==> src/rtl/axi_switch_pkg.sv <==
// Shared types and helpers for the AXI4 switch: ID-table entry layout,
// width derivation functions, and the AXI response encodings.
// No logic; imported by the tracker, its interface and the arbiter.
package axi_switch_pkg;

    // Index width that still works for a single requester (never zero-width).
    function automatic int f_idx_w(input int n);
        return (n > 1) ? $clog2(n) : 1;
    endfunction

    function automatic int f_log_m(input int m);
        return f_idx_w(m);
    endfunction

    function automatic int f_cnt_w(input int max_out);
        return $clog2(max_out + 1);
    endfunction

    // Switch-wide configuration; the ID-table entry layout is sized from these.
    localparam int SW_M        = 2;
    localparam int SW_N        = 2;
    localparam int SW_ID_WIDTH = 4;
    localparam int SW_MAX_OUT  = 4;
    localparam int SW_LOG_M    = f_log_m(SW_M);
    localparam int SW_CNT_W    = f_cnt_w(SW_MAX_OUT);

    typedef struct packed {
        logic [SW_LOG_M-1:0] owner;
        logic [SW_CNT_W-1:0] cnt;
    } id_entry_t;

    typedef enum logic [1:0] {
        RESP_OKAY   = 2'b00,
        RESP_EXOKAY = 2'b01,
        RESP_SLVERR = 2'b10,
        RESP_DECERR = 2'b11
    } axi_resp_e;

endpackage

==> src/rtl/axi_id_tracker_if.sv <==
// Bundle of the tracker's request, release, lookup and status signals.
// slave modport = tracker side, master modport = switch/bench side.
// occ_o/peak_o exist only when AXI_ID_TRACKER_STATS_EN is defined.
interface axi_id_tracker_if
    import axi_switch_pkg::*;
#(
    parameter int M        = SW_M,
    parameter int N        = SW_N,
    parameter int ID_WIDTH = SW_ID_WIDTH,
    parameter int MAX_OUT  = SW_MAX_OUT
);
    localparam int LOG_M = f_log_m(M);

    logic                         req_vld_i;
    logic                         req_rdy_o;
    logic [ID_WIDTH-1:0]          req_id_i;
    logic [LOG_M-1:0]             req_src_i;
    logic [N-1:0]                 lkp_req_i;
    logic [N-1:0][ID_WIDTH-1:0]   lkp_id_i;
    logic [N-1:0]                 lkp_gnt_o;
    logic [LOG_M-1:0]             lkp_dst_o;
    logic                         lkp_hit_o;
    logic                         rel_vld_i;
    logic [ID_WIDTH-1:0]          rel_id_i;
    logic                         err_o;
`ifdef AXI_ID_TRACKER_STATS_EN
    localparam int CNT_W = f_cnt_w(MAX_OUT);
    logic [ID_WIDTH+CNT_W-1:0]    occ_o;
    logic [ID_WIDTH+CNT_W-1:0]    peak_o;
`endif

    modport slave (
        input  req_vld_i, req_id_i, req_src_i,
        input  lkp_req_i, lkp_id_i,
        input  rel_vld_i, rel_id_i,
        output req_rdy_o, lkp_gnt_o, lkp_dst_o, lkp_hit_o,
`ifdef AXI_ID_TRACKER_STATS_EN
        output occ_o, peak_o,
`endif
        output err_o
    );

    modport master (
        output req_vld_i, req_id_i, req_src_i,
        output lkp_req_i, lkp_id_i,
        output rel_vld_i, rel_id_i,
        input  req_rdy_o, lkp_gnt_o, lkp_dst_o, lkp_hit_o,
`ifdef AXI_ID_TRACKER_STATS_EN
        input  occ_o, peak_o,
`endif
        input  err_o
    );

endinterface

==> src/rtl/axi_id_tracker_rr_arbiter.sv <==
// Round-robin arbiter: one-hot grant over N requesters, pointer moves past winner.
// Latency 0: grant/winner are combinational from req_i and the registered pointer.
// No backpressure; a requester left asserted is simply re-arbitrated.
// Ports: clk, rst (sync, active-high); req_i[N]; gnt_o[N] one-hot; win_o index; vld_o any grant.
module rr_arbiter
    import axi_switch_pkg::*;
#(
    parameter int N = 2
) (
    input  logic                   clk,
    input  logic                   rst,
    input  logic [N-1:0]           req_i,
    output logic [N-1:0]           gnt_o,
    output logic [f_idx_w(N)-1:0]  win_o,
    output logic                   vld_o
);
    localparam int IDX_W = f_idx_w(N);

    logic [IDX_W-1:0] ptr_q, ptr_d;
    logic [IDX_W-1:0] win_c;
    logic             vld_c;
    int               idx;

    // Scan starting at the pointer slot; first asserted request wins.
    always_comb begin
        win_c = '0;
        vld_c = 1'b0;
        idx   = 0;
        for (int k = 0; k < N; k++) begin
            idx = int'(ptr_q) + k;
            if (idx >= N) idx = idx - N;
            if (!vld_c && req_i[IDX_W'(idx)]) begin
                vld_c = 1'b1;
                win_c = IDX_W'(idx);
            end
        end
    end

    always_comb begin
        gnt_o = '0;
        if (vld_c) gnt_o[win_c] = 1'b1;
        win_o = win_c;
        vld_o = vld_c;
        ptr_d = ptr_q;
        if (vld_c) ptr_d = (win_c == IDX_W'(N - 1)) ? '0 : win_c + IDX_W'(1);
    end

    always_ff @(posedge clk) begin
        if (rst) ptr_q <= '0;
        else     ptr_q <= ptr_d;
    end

endmodule

==> src/rtl/axi_id_tracker.sv <==
// Per-direction AXI ID tracker: owner/count table, conflict stall, routed response lookups.
// Latency: table update visible 1 cycle after handshake; lookup result 1 cycle after request.
// Backpressure: req_rdy_o drops on ID owned by another master or count at MAX_OUT.
// Ports: clk, rst (sync, active-high); bus = axi_id_tracker_if.slave (request, release,
// lookup, err). Optional AXI_ID_TRACKER_STATS_EN adds occ_o/peak_o occupancy counters.
module axi_id_tracker
    import axi_switch_pkg::*;
#(
    parameter int M        = SW_M,
    parameter int N        = SW_N,
    parameter int ID_WIDTH = SW_ID_WIDTH,
    parameter int MAX_OUT  = SW_MAX_OUT
) (
    input  logic                clk,
    input  logic                rst,
    axi_id_tracker_if.slave     bus
);
    localparam int LOG_M = f_log_m(M);
    localparam int CNT_W = f_cnt_w(MAX_OUT);
    localparam int DEPTH = 2 ** ID_WIDTH;
    localparam int IDX_W = f_idx_w(N);

    // Flop array: one lookup read plus request and release updates every cycle.
    id_entry_t ent_q [DEPTH];
    id_entry_t ent_d [DEPTH];

    id_entry_t req_ent, rel_ent, lkp_ent;
    logic      acc, rel_ok, rel_bad, same_id;

    logic [N-1:0]     arb_gnt;
    logic [IDX_W-1:0] arb_win;
    logic             arb_vld;
    logic             lkp_hit_c;

    logic [N-1:0]     gnt_q, gnt_d;
    logic [LOG_M-1:0] dst_q, dst_d;
    logic             hit_q, hit_d;
    logic             err_q, err_d;

    assign req_ent = ent_q[bus.req_id_i];
    assign rel_ent = ent_q[bus.rel_id_i];

    assign bus.req_rdy_o = (req_ent.cnt == '0) ||
                           ((req_ent.owner == bus.req_src_i) && (req_ent.cnt < CNT_W'(MAX_OUT)));

    assign acc     = bus.req_vld_i && bus.req_rdy_o;
    assign rel_ok  = bus.rel_vld_i && (rel_ent.cnt != '0);
    assign rel_bad = bus.rel_vld_i && (rel_ent.cnt == '0);
    assign same_id = (bus.req_id_i == bus.rel_id_i);

    // An accept and a valid release of the same ID cancel out; the owner
    // cannot change in that case because acceptance required a match.
    always_comb begin
        ent_d = ent_q;
        if (acc && !(rel_ok && same_id)) begin
            if (req_ent.cnt == '0) ent_d[bus.req_id_i].owner = bus.req_src_i;
            ent_d[bus.req_id_i].cnt = req_ent.cnt + CNT_W'(1);
        end
        if (rel_ok && !(acc && same_id)) begin
            ent_d[bus.rel_id_i].cnt = rel_ent.cnt - CNT_W'(1);
        end
    end

    rr_arbiter #(.N(N)) u_lkp_arb (
        .clk   (clk),
        .rst   (rst),
        .req_i (bus.lkp_req_i),
        .gnt_o (arb_gnt),
        .win_o (arb_win),
        .vld_o (arb_vld)
    );

    // Lookup reads the pre-update entry, so a same-cycle accept is not seen.
    assign lkp_ent   = ent_q[bus.lkp_id_i[arb_win]];
    assign lkp_hit_c = arb_vld && (lkp_ent.cnt != '0);

    always_comb begin
        gnt_d = arb_gnt;
        dst_d = lkp_hit_c ? lkp_ent.owner : '0;
        hit_d = lkp_hit_c;
        err_d = err_q | rel_bad | (arb_vld & ~lkp_hit_c);
    end

    always_ff @(posedge clk) begin
        if (rst) begin
            for (int i = 0; i < DEPTH; i++) ent_q[i] <= '0;
            gnt_q <= '0;
            dst_q <= '0;
            hit_q <= 1'b0;
            err_q <= 1'b0;
        end else begin
            ent_q <= ent_d;
            gnt_q <= gnt_d;
            dst_q <= dst_d;
            hit_q <= hit_d;
            err_q <= err_d;
        end
    end

    assign bus.lkp_gnt_o = gnt_q;
    assign bus.lkp_dst_o = dst_q;
    assign bus.lkp_hit_o = hit_q;
    assign bus.err_o     = err_q;

`ifdef AXI_ID_TRACKER_STATS_EN
    localparam int OCC_W = ID_WIDTH + CNT_W;

    logic [OCC_W-1:0] occ_q, occ_d;
    logic [OCC_W-1:0] peak_q, peak_d;

    always_comb begin
        occ_d  = occ_q + OCC_W'(acc) - OCC_W'(rel_ok);
        peak_d = (occ_d > peak_q) ? occ_d : peak_q;
    end

    always_ff @(posedge clk) begin
        if (rst) begin
            occ_q  <= '0;
            peak_q <= '0;
        end else begin
            occ_q  <= occ_d;
            peak_q <= peak_d;
        end
    end

    assign bus.occ_o  = occ_q;
    assign bus.peak_o = peak_q;
`endif

endmodule

==> src/flat_wrapper.sv <==
// flat-port wrapper written by rule: the top's interface ports become plain ports
module axi_id_tracker_flat import axi_switch_pkg::*;
#(
    parameter int M        = SW_M,
    parameter int N        = SW_N,
    parameter int ID_WIDTH = SW_ID_WIDTH,
    parameter int MAX_OUT  = SW_MAX_OUT
)
  (clk, rst, bus_req_vld_i, bus_req_id_i, bus_req_src_i, bus_lkp_req_i, bus_lkp_id_i, bus_rel_vld_i, bus_rel_id_i, bus_req_rdy_o, bus_lkp_gnt_o, bus_lkp_dst_o, bus_lkp_hit_o, bus_err_o);
  axi_id_tracker_if #(.M(M), .N(N), .ID_WIDTH(ID_WIDTH), .MAX_OUT(MAX_OUT)) bus_i ();
  input  logic clk;
  input  logic rst;
  input wire logic [$bits(bus_i.req_vld_i)-1:0] bus_req_vld_i;
  input wire logic [$bits(bus_i.req_id_i)-1:0] bus_req_id_i;
  input wire logic [$bits(bus_i.req_src_i)-1:0] bus_req_src_i;
  input wire logic [$bits(bus_i.lkp_req_i)-1:0] bus_lkp_req_i;
  input wire logic [$bits(bus_i.lkp_id_i)-1:0] bus_lkp_id_i;
  input wire logic [$bits(bus_i.rel_vld_i)-1:0] bus_rel_vld_i;
  input wire logic [$bits(bus_i.rel_id_i)-1:0] bus_rel_id_i;
  output wire logic [$bits(bus_i.req_rdy_o)-1:0] bus_req_rdy_o;
  output wire logic [$bits(bus_i.lkp_gnt_o)-1:0] bus_lkp_gnt_o;
  output wire logic [$bits(bus_i.lkp_dst_o)-1:0] bus_lkp_dst_o;
  output wire logic [$bits(bus_i.lkp_hit_o)-1:0] bus_lkp_hit_o;
  output wire logic [$bits(bus_i.err_o)-1:0] bus_err_o;
  assign bus_i.req_vld_i = bus_req_vld_i;
  assign bus_i.req_id_i = bus_req_id_i;
  assign bus_i.req_src_i = bus_req_src_i;
  assign bus_i.lkp_req_i = bus_lkp_req_i;
  assign bus_i.lkp_id_i = bus_lkp_id_i;
  assign bus_i.rel_vld_i = bus_rel_vld_i;
  assign bus_i.rel_id_i = bus_rel_id_i;
  assign bus_req_rdy_o = bus_i.req_rdy_o;
  assign bus_lkp_gnt_o = bus_i.lkp_gnt_o;
  assign bus_lkp_dst_o = bus_i.lkp_dst_o;
  assign bus_lkp_hit_o = bus_i.lkp_hit_o;
  assign bus_err_o = bus_i.err_o;
  axi_id_tracker #(.M(M), .N(N), .ID_WIDTH(ID_WIDTH), .MAX_OUT(MAX_OUT)) u_core (.clk(clk), .rst(rst), .bus(bus_i));
endmodule
==> config.mk <==
export PLATFORM = sky130hd
export DESIGN_NAME = axi_id_tracker_flat
export DESIGN_NICKNAME = d
export VERILOG_FILES = /design/src/rtl/axi_switch_pkg.sv /design/src/rtl/axi_id_tracker_if.sv /design/src/rtl/axi_id_tracker_rr_arbiter.sv /design/src/rtl/axi_id_tracker.sv /design/src/flat_wrapper.sv
export SDC_FILE = /design/constraint.sdc
export NUM_CORES = 1
export LEC_CHECK = 0
export ABC_CLOCK_PERIOD_IN_PS = 7500
export CORE_MARGIN = 3
export CORE_UTILIZATION = 50
export CTS_CLUSTER_SIZE = 25
export DETAILED_ROUTE_END_ITERATION = 12
export PLACE_DENSITY = 0.71
export SYNTH_ARGS = -nofsm -noshare
export SYNTH_HDL_FRONTEND = slang
export SYNTH_HIERARCHICAL = 1
export SYNTH_SLANG_ARGS = --single-unit
export TNS_END_PERCENT = 30
==> constraint.sdc <==
create_clock -name clk -period 7.5 [get_ports clk]
set_input_delay 2.25 -clock clk [delete_from_list [all_inputs] [get_ports clk]]
set_output_delay 2.25 -clock clk [all_outputs]
set_load 0.01 [all_outputs]
==> Word-level counts from Yosys, hierarchy flattened <==
Index checks and enable logic that the tools add are counted.
{ "word_totals": {"reg_bits": 70, "in_bits": 23, "output_inout_bits": 6, "word_cells": 125} }
{ "op_classes": {"eq_ne": 2, "bitwise": 8, "mux": 37, "addsub": 6, "magnitude_cmp": 12, "n_reduce_logical": 23} }
{ "op_table": {"columns": ["op", "count"], "rows": [
  ["$mux W64", 4],
  ["$bwmux W64", 3],
  ["$bmux W4 S4", 3],
  ["$demux W4 S4", 3],
  ["$mux W4", 7],
  ["$ge A5 B5 Y1 const B", 3],
  ["$not A4 Y5", 3],
  ["$logic_and A1 B1 Y1", 13],
  ["$mux W1", 12],
  ["$mux W3", 4],
  ["$lt A5 B1 Y1 const B", 2],
  ["$logic_not A3 Y1", 2],
  ["$lt A1 B3 Y1 const B", 2],
  ["$reduce_bool A3 Y1", 2],
  ["$eq A4 B4 Y1", 1],
  ["$reduce_or A2 Y1", 2],
  ["$add A3 B1 Y3 const B", 1],
  ["$logic_not A1 Y1", 3],
  ["$lt A3 B3 Y1 const B", 1],
  ["$sub A3 B1 Y3 const B", 1],
  ["$add A1 B1 Y2 const B", 1],
  ["$ge A1 B2 Y1 const B", 1],
  ["$ge A2 B2 Y1 const B", 1],
  ["$lt A1 B2 Y1 const B", 1],
  ["9 further kinds", 12]
]} }

==> Logic depth before layout (Yosys ltp) <==
{ "logic_depth": {"word_depth": 20, "depth_mapped": 17, "ltp_nobuf": 12} }

==> Hierarchy <==
The synthesis kept the hierarchy.
{ "by_module_without_submodules": {"columns": ["mod", "area_per_inst_um2", "instances", "cells_per_inst"], "rows": [
  ["axi_id_tracker", 4814.6, 1, 484],
  ["rr_arbiter", 63.8, 1, 7]
]} }

==> Worst setup path after synthesis <==
Ideal clock, no wire load.
{ "synth_path": {"path_type": "in2out", "startpoint": "input port bus_req_id_i[0]", "endpoint": "output port bus_req_rdy_o", "stages": 12, "setup_slack_ns": 0.332, "t_arrival_ns": 4.918, "required_time_ns": 5.250, "path_cell_list": "buf_6 -> buf_1 -> mux4_2 -> mux2i_1 -> nand2_1 -> o21ai_1 -> clkbuf_1 -> ha_1 -> inv_1 -> nand3_1 -> mux2i_4 -> nor3_1"} }
{ "synth_via": {"elab_chain_len": 7, "word_cells_on_any_way": 9, "classes_between": "order compare: 1; eq/ne: 1; mux: 3; bitwise: 1; reduce/logical: 3"} }
{ "synth_rtl": {"columns": ["element", "line", "text"], "rows": [
  ["start, declared", "flat_wrapper.sv:14", "input wire logic [$bits(bus_i.req_id_i)-1:0] bus_req_id_i;"],
  ["$not A4 Y5 (not written as such) *", "axi_id_tracker.sv:40", "assign req_ent = ent_q[bus.req_id_i];"],
  ["$bmux W4 S4 *", "axi_id_tracker.sv:40", null],
  ["$mux W4 (not written as such) * (2 in series)", "axi_id_tracker.sv:40", null],
  ["$lt A3 B3 Y1 or $eq A1 B1 Y1 (tied branches)", "axi_id_tracker.sv:44", "((req_ent.owner == bus.req_src_i) && (req_ent.cnt < CNT_W'(MAX_OUT)));"],
  ["$logic_and A1 B1 Y1", "axi_id_tracker.sv:44", null],
  ["$logic_or A1 B1 Y1 *", "axi_id_tracker.sv:43", "assign bus.req_rdy_o = (req_ent.cnt == '0) ||"],
  ["end, declared", "flat_wrapper.sv:20", "output wire logic [$bits(bus_i.req_rdy_o)-1:0] bus_req_rdy_o;"]
]} }
Mark *: on every way between the ends. The rest lies on a longest branch, timed or not. The select of a mux whose other input is x is not followed.

==> Worst setup path in the final report <==
Ends and elaborated chain as after synthesis.

==> metrics.cfg <==
[status]
outcome = finished, final reports clean

[yosys]
synth-main-ff-cell = dfxtp_1
synth_common_cells = dfxtp_1, mux2i_1, nand2_1, clkbuf_1, a211oi_1
yosysWarnings = 6
synthDistinctLibCells = 51
synth_most_common_cell = dfxtp_1
yosys_register_bits = 70
yosys.area.top_type_share_pct = 28.7
yosysTopAreaCell = dfxtp_1
synthCells = 491
synth_nets = 518
synthTopCellsByArea = dfxtp_1, mux2i_1, mux4_2
synth_edf_count = 0
avgSynthCellArea_um2 = 9.94
async_reset_ff_share_pct = 0
synth-seq-area-share_pct = 28.7
synth_area_um2 = 4880

[grt]
first_global_vias = 4291
grtUsageTotal_pct = 26.3
gr-total-overflow = 0
antenna_found_initial = 0
grt_pass1_wl_um = 23000
grt_max_degree = 71

[route]
viasPerCell = 6.66
drt_iter0_markers = 372
antenna_left = 0
routedWlPerCell_um = 21.7
vias = 4251
drt_wl_total_um = 13800
drc = 0
dr.pass1.iters = 7

[critical_path]
r2r-start = u_core/ent_q[48]
rrSetupSlack_ps = 3800
crit_path_end_kind = output pin
r2r-end = u_core/ent_q[45]
required_ps = 5250
worst_setup_path_start_kind = input port
rr_worst_depth = 12
arrival_ps = 5030
cp_max_fo = 12
crit_type = input port to output pin
crit_start = bus_req_id_i[0]

[min_path]
worst_hold_path.endpoint = u_core/bus.err_o
worstHoldStart = u_core/bus.err_o
hold_path.class = flip-flop to flip-flop
holdPathStages = 2

[die]
die_w_um = 105
core_area_um2 = 9370
initial_core_util_pct = 52.1
num_io_pins = 29
die_h_um = 105
die-area_um2 = 11000
num_rows = 35

[timing]
slew_viol_final = 0
setup_viol = 0
slew_headroom_pct = 33.0
fin_crit_sh_pct = 97.0
tightest_slew_ps = 1000
min_period_ps = 7280
rsz0062_at_grt = no
hold_ws_ps = 520
skew_ps = 14.0
hold_viol_final = 0
fmax_mhz = 137
fin_ws_ps = 222

[power_and_ir_drop]
worst_ir_drop_vdd_mv = 0.112
power_uw = 856
p_leak_uw = 0.00205
cellPowerDensity_nw_per_um2 = 155

[cts]
cts_buffers = 9
clk_latency_ps = 360
tritoncts = built
htree_levels = 3
clockBufferDepth = 2
cts.sinks = 70
path_clk_slew_ps = 70
cts-root-buf = clkbuf_8

[final_layout]
nets = 531
antenna_cells = 0
regArea_um2 = 1400
multi_input_area_um2 = 3230
syn_to_final_growth_pct = 13.1
nFillCells = 842
drive_gt1_share_pct = 20.2

[placed_design]
io_buffers = 27
place_ws_ps = -69.0
dp_hpwl_um = 9560
gp_congestion = 0.897

[job]
max_cap_violations = 0

## cell families (layout without fill, tap and decap cells)
| group | count (synthesis) | count (layout) | synth area share, % |
|---|---|---|---|
| flip-flops | 70 | 70 | 28.7 |
| adder cells (fa/ha/maj) | 4 | 4 | 1.03 |
| AND/OR/NAND/NOR | 148 | 148 | 18.0 |
| buffers and inverters | 57 | 75 | 5.18 |
| AO/OA/AOI/OAI | 101 | 101 | 15.6 |
| XOR/XNOR | 5 | 5 | 0.898 |
| multiplexers | 106 | 106 | 30.5 |
## critical path, stage by stage
cell and delay [ps]:
clkdlybuf4s50_1 510, buf_12 170, mux4_1 600, mux2_2 280, o21ai_1 170, ha_1 240, inv_1 90, nand3_1 130
mux2i_4 90, nor3_1 200, dlygate4sd2_1 290
## repair_timing
action,4_1_cts,5_1_grt
setup buffers,0,0
hold buffers,0,0
resized for setup,1,0
setup endpoints to repair,1,0
## report_power, final
| part | internal (uW) | switching, uW | leakage [uW] |
|---|---|---|---|
| clock | 196 | 144 | 0.000110 |
| sequential | 377 | 4.74 | 0.000565 |
| combinational | 55.7 | 79.7 | 0.00137 |
| total | 628 | 228 | 0.00205 |
## routing by layer
layer / share of wire, % / wire (um) / GRT usage (%)
met5: 0 / 0 / 0
met4: 3.7 / 517 / 13.5
met2: 47 / 6510 / 40.7
met1: 41 / 5610 / 34.8
met3: 8.6 / 1190 / 5.37
## final cells by class
class                   instances  share of cell area, %
inverters                       7                  0.476
clock inverters                 4                   1.27
flip-flops and latches         70                   25.4
clock buffers                  12                   2.63
repair buffers                 52                   8.64
well taps                     129                   2.93
multi-input cells             364                   58.6
## stage by stage
step	utilization (%)	instances	instance area [um2]	setup TNS (ps)
global route	58.9	638	5520	0
detailed placement	56.6	622	5300	-69.0
finish	58.9	638	5520	0
floorplan	-	491	4880	0
global placement	56.6	622	5300	-48.4
CTS	58.9	638	5520	0
## layout by cell type (no fill, tap or decap), types with 2 or more instances in the layout
cell type and count:
dfxtp_1 70, mux2i_1 63, nand2_1 37, a211oi_1 27, mux4_2 26, clkdlybuf4s50_1 25, nor2_1 25, buf_4 23
a311oi_1 22, nand3_1 21, nor3_1 18, o31ai_1 16, a21oi_1 11, clkbuf_8 10, nor2b_1 9, mux2_2 8
nor4_2 8, o21a_1 8, inv_1 7, nor3_2 7, a21boi_0 6, xnor2_1 5, mux4_1 4, ha_1 4
nand2b_1 3, nor3b_2 3, and2_1 3, a221oi_1 3, clkbuf_1 2, clkinv_2 2, bufinv_16 2, nand3b_1 2
mux2i_4 2, or3_1 2, nor4_4 2, o211ai_1 2, mux2_1 2, buf_12 2
## how the worst max path moves through the flow
stage	end	slack, ps	cells past startpoint
floorplan	bus_req_rdy_o	330	12
global placement	bus_req_rdy_o	-50	11
detailed placement	bus_req_rdy_o	-70	11
CTS	bus_req_rdy_o	200	11
global route	bus_req_rdy_o	60	11
finish	bus_req_rdy_o	220	11
Note: power is estimated with default switching activity, not from simulation.
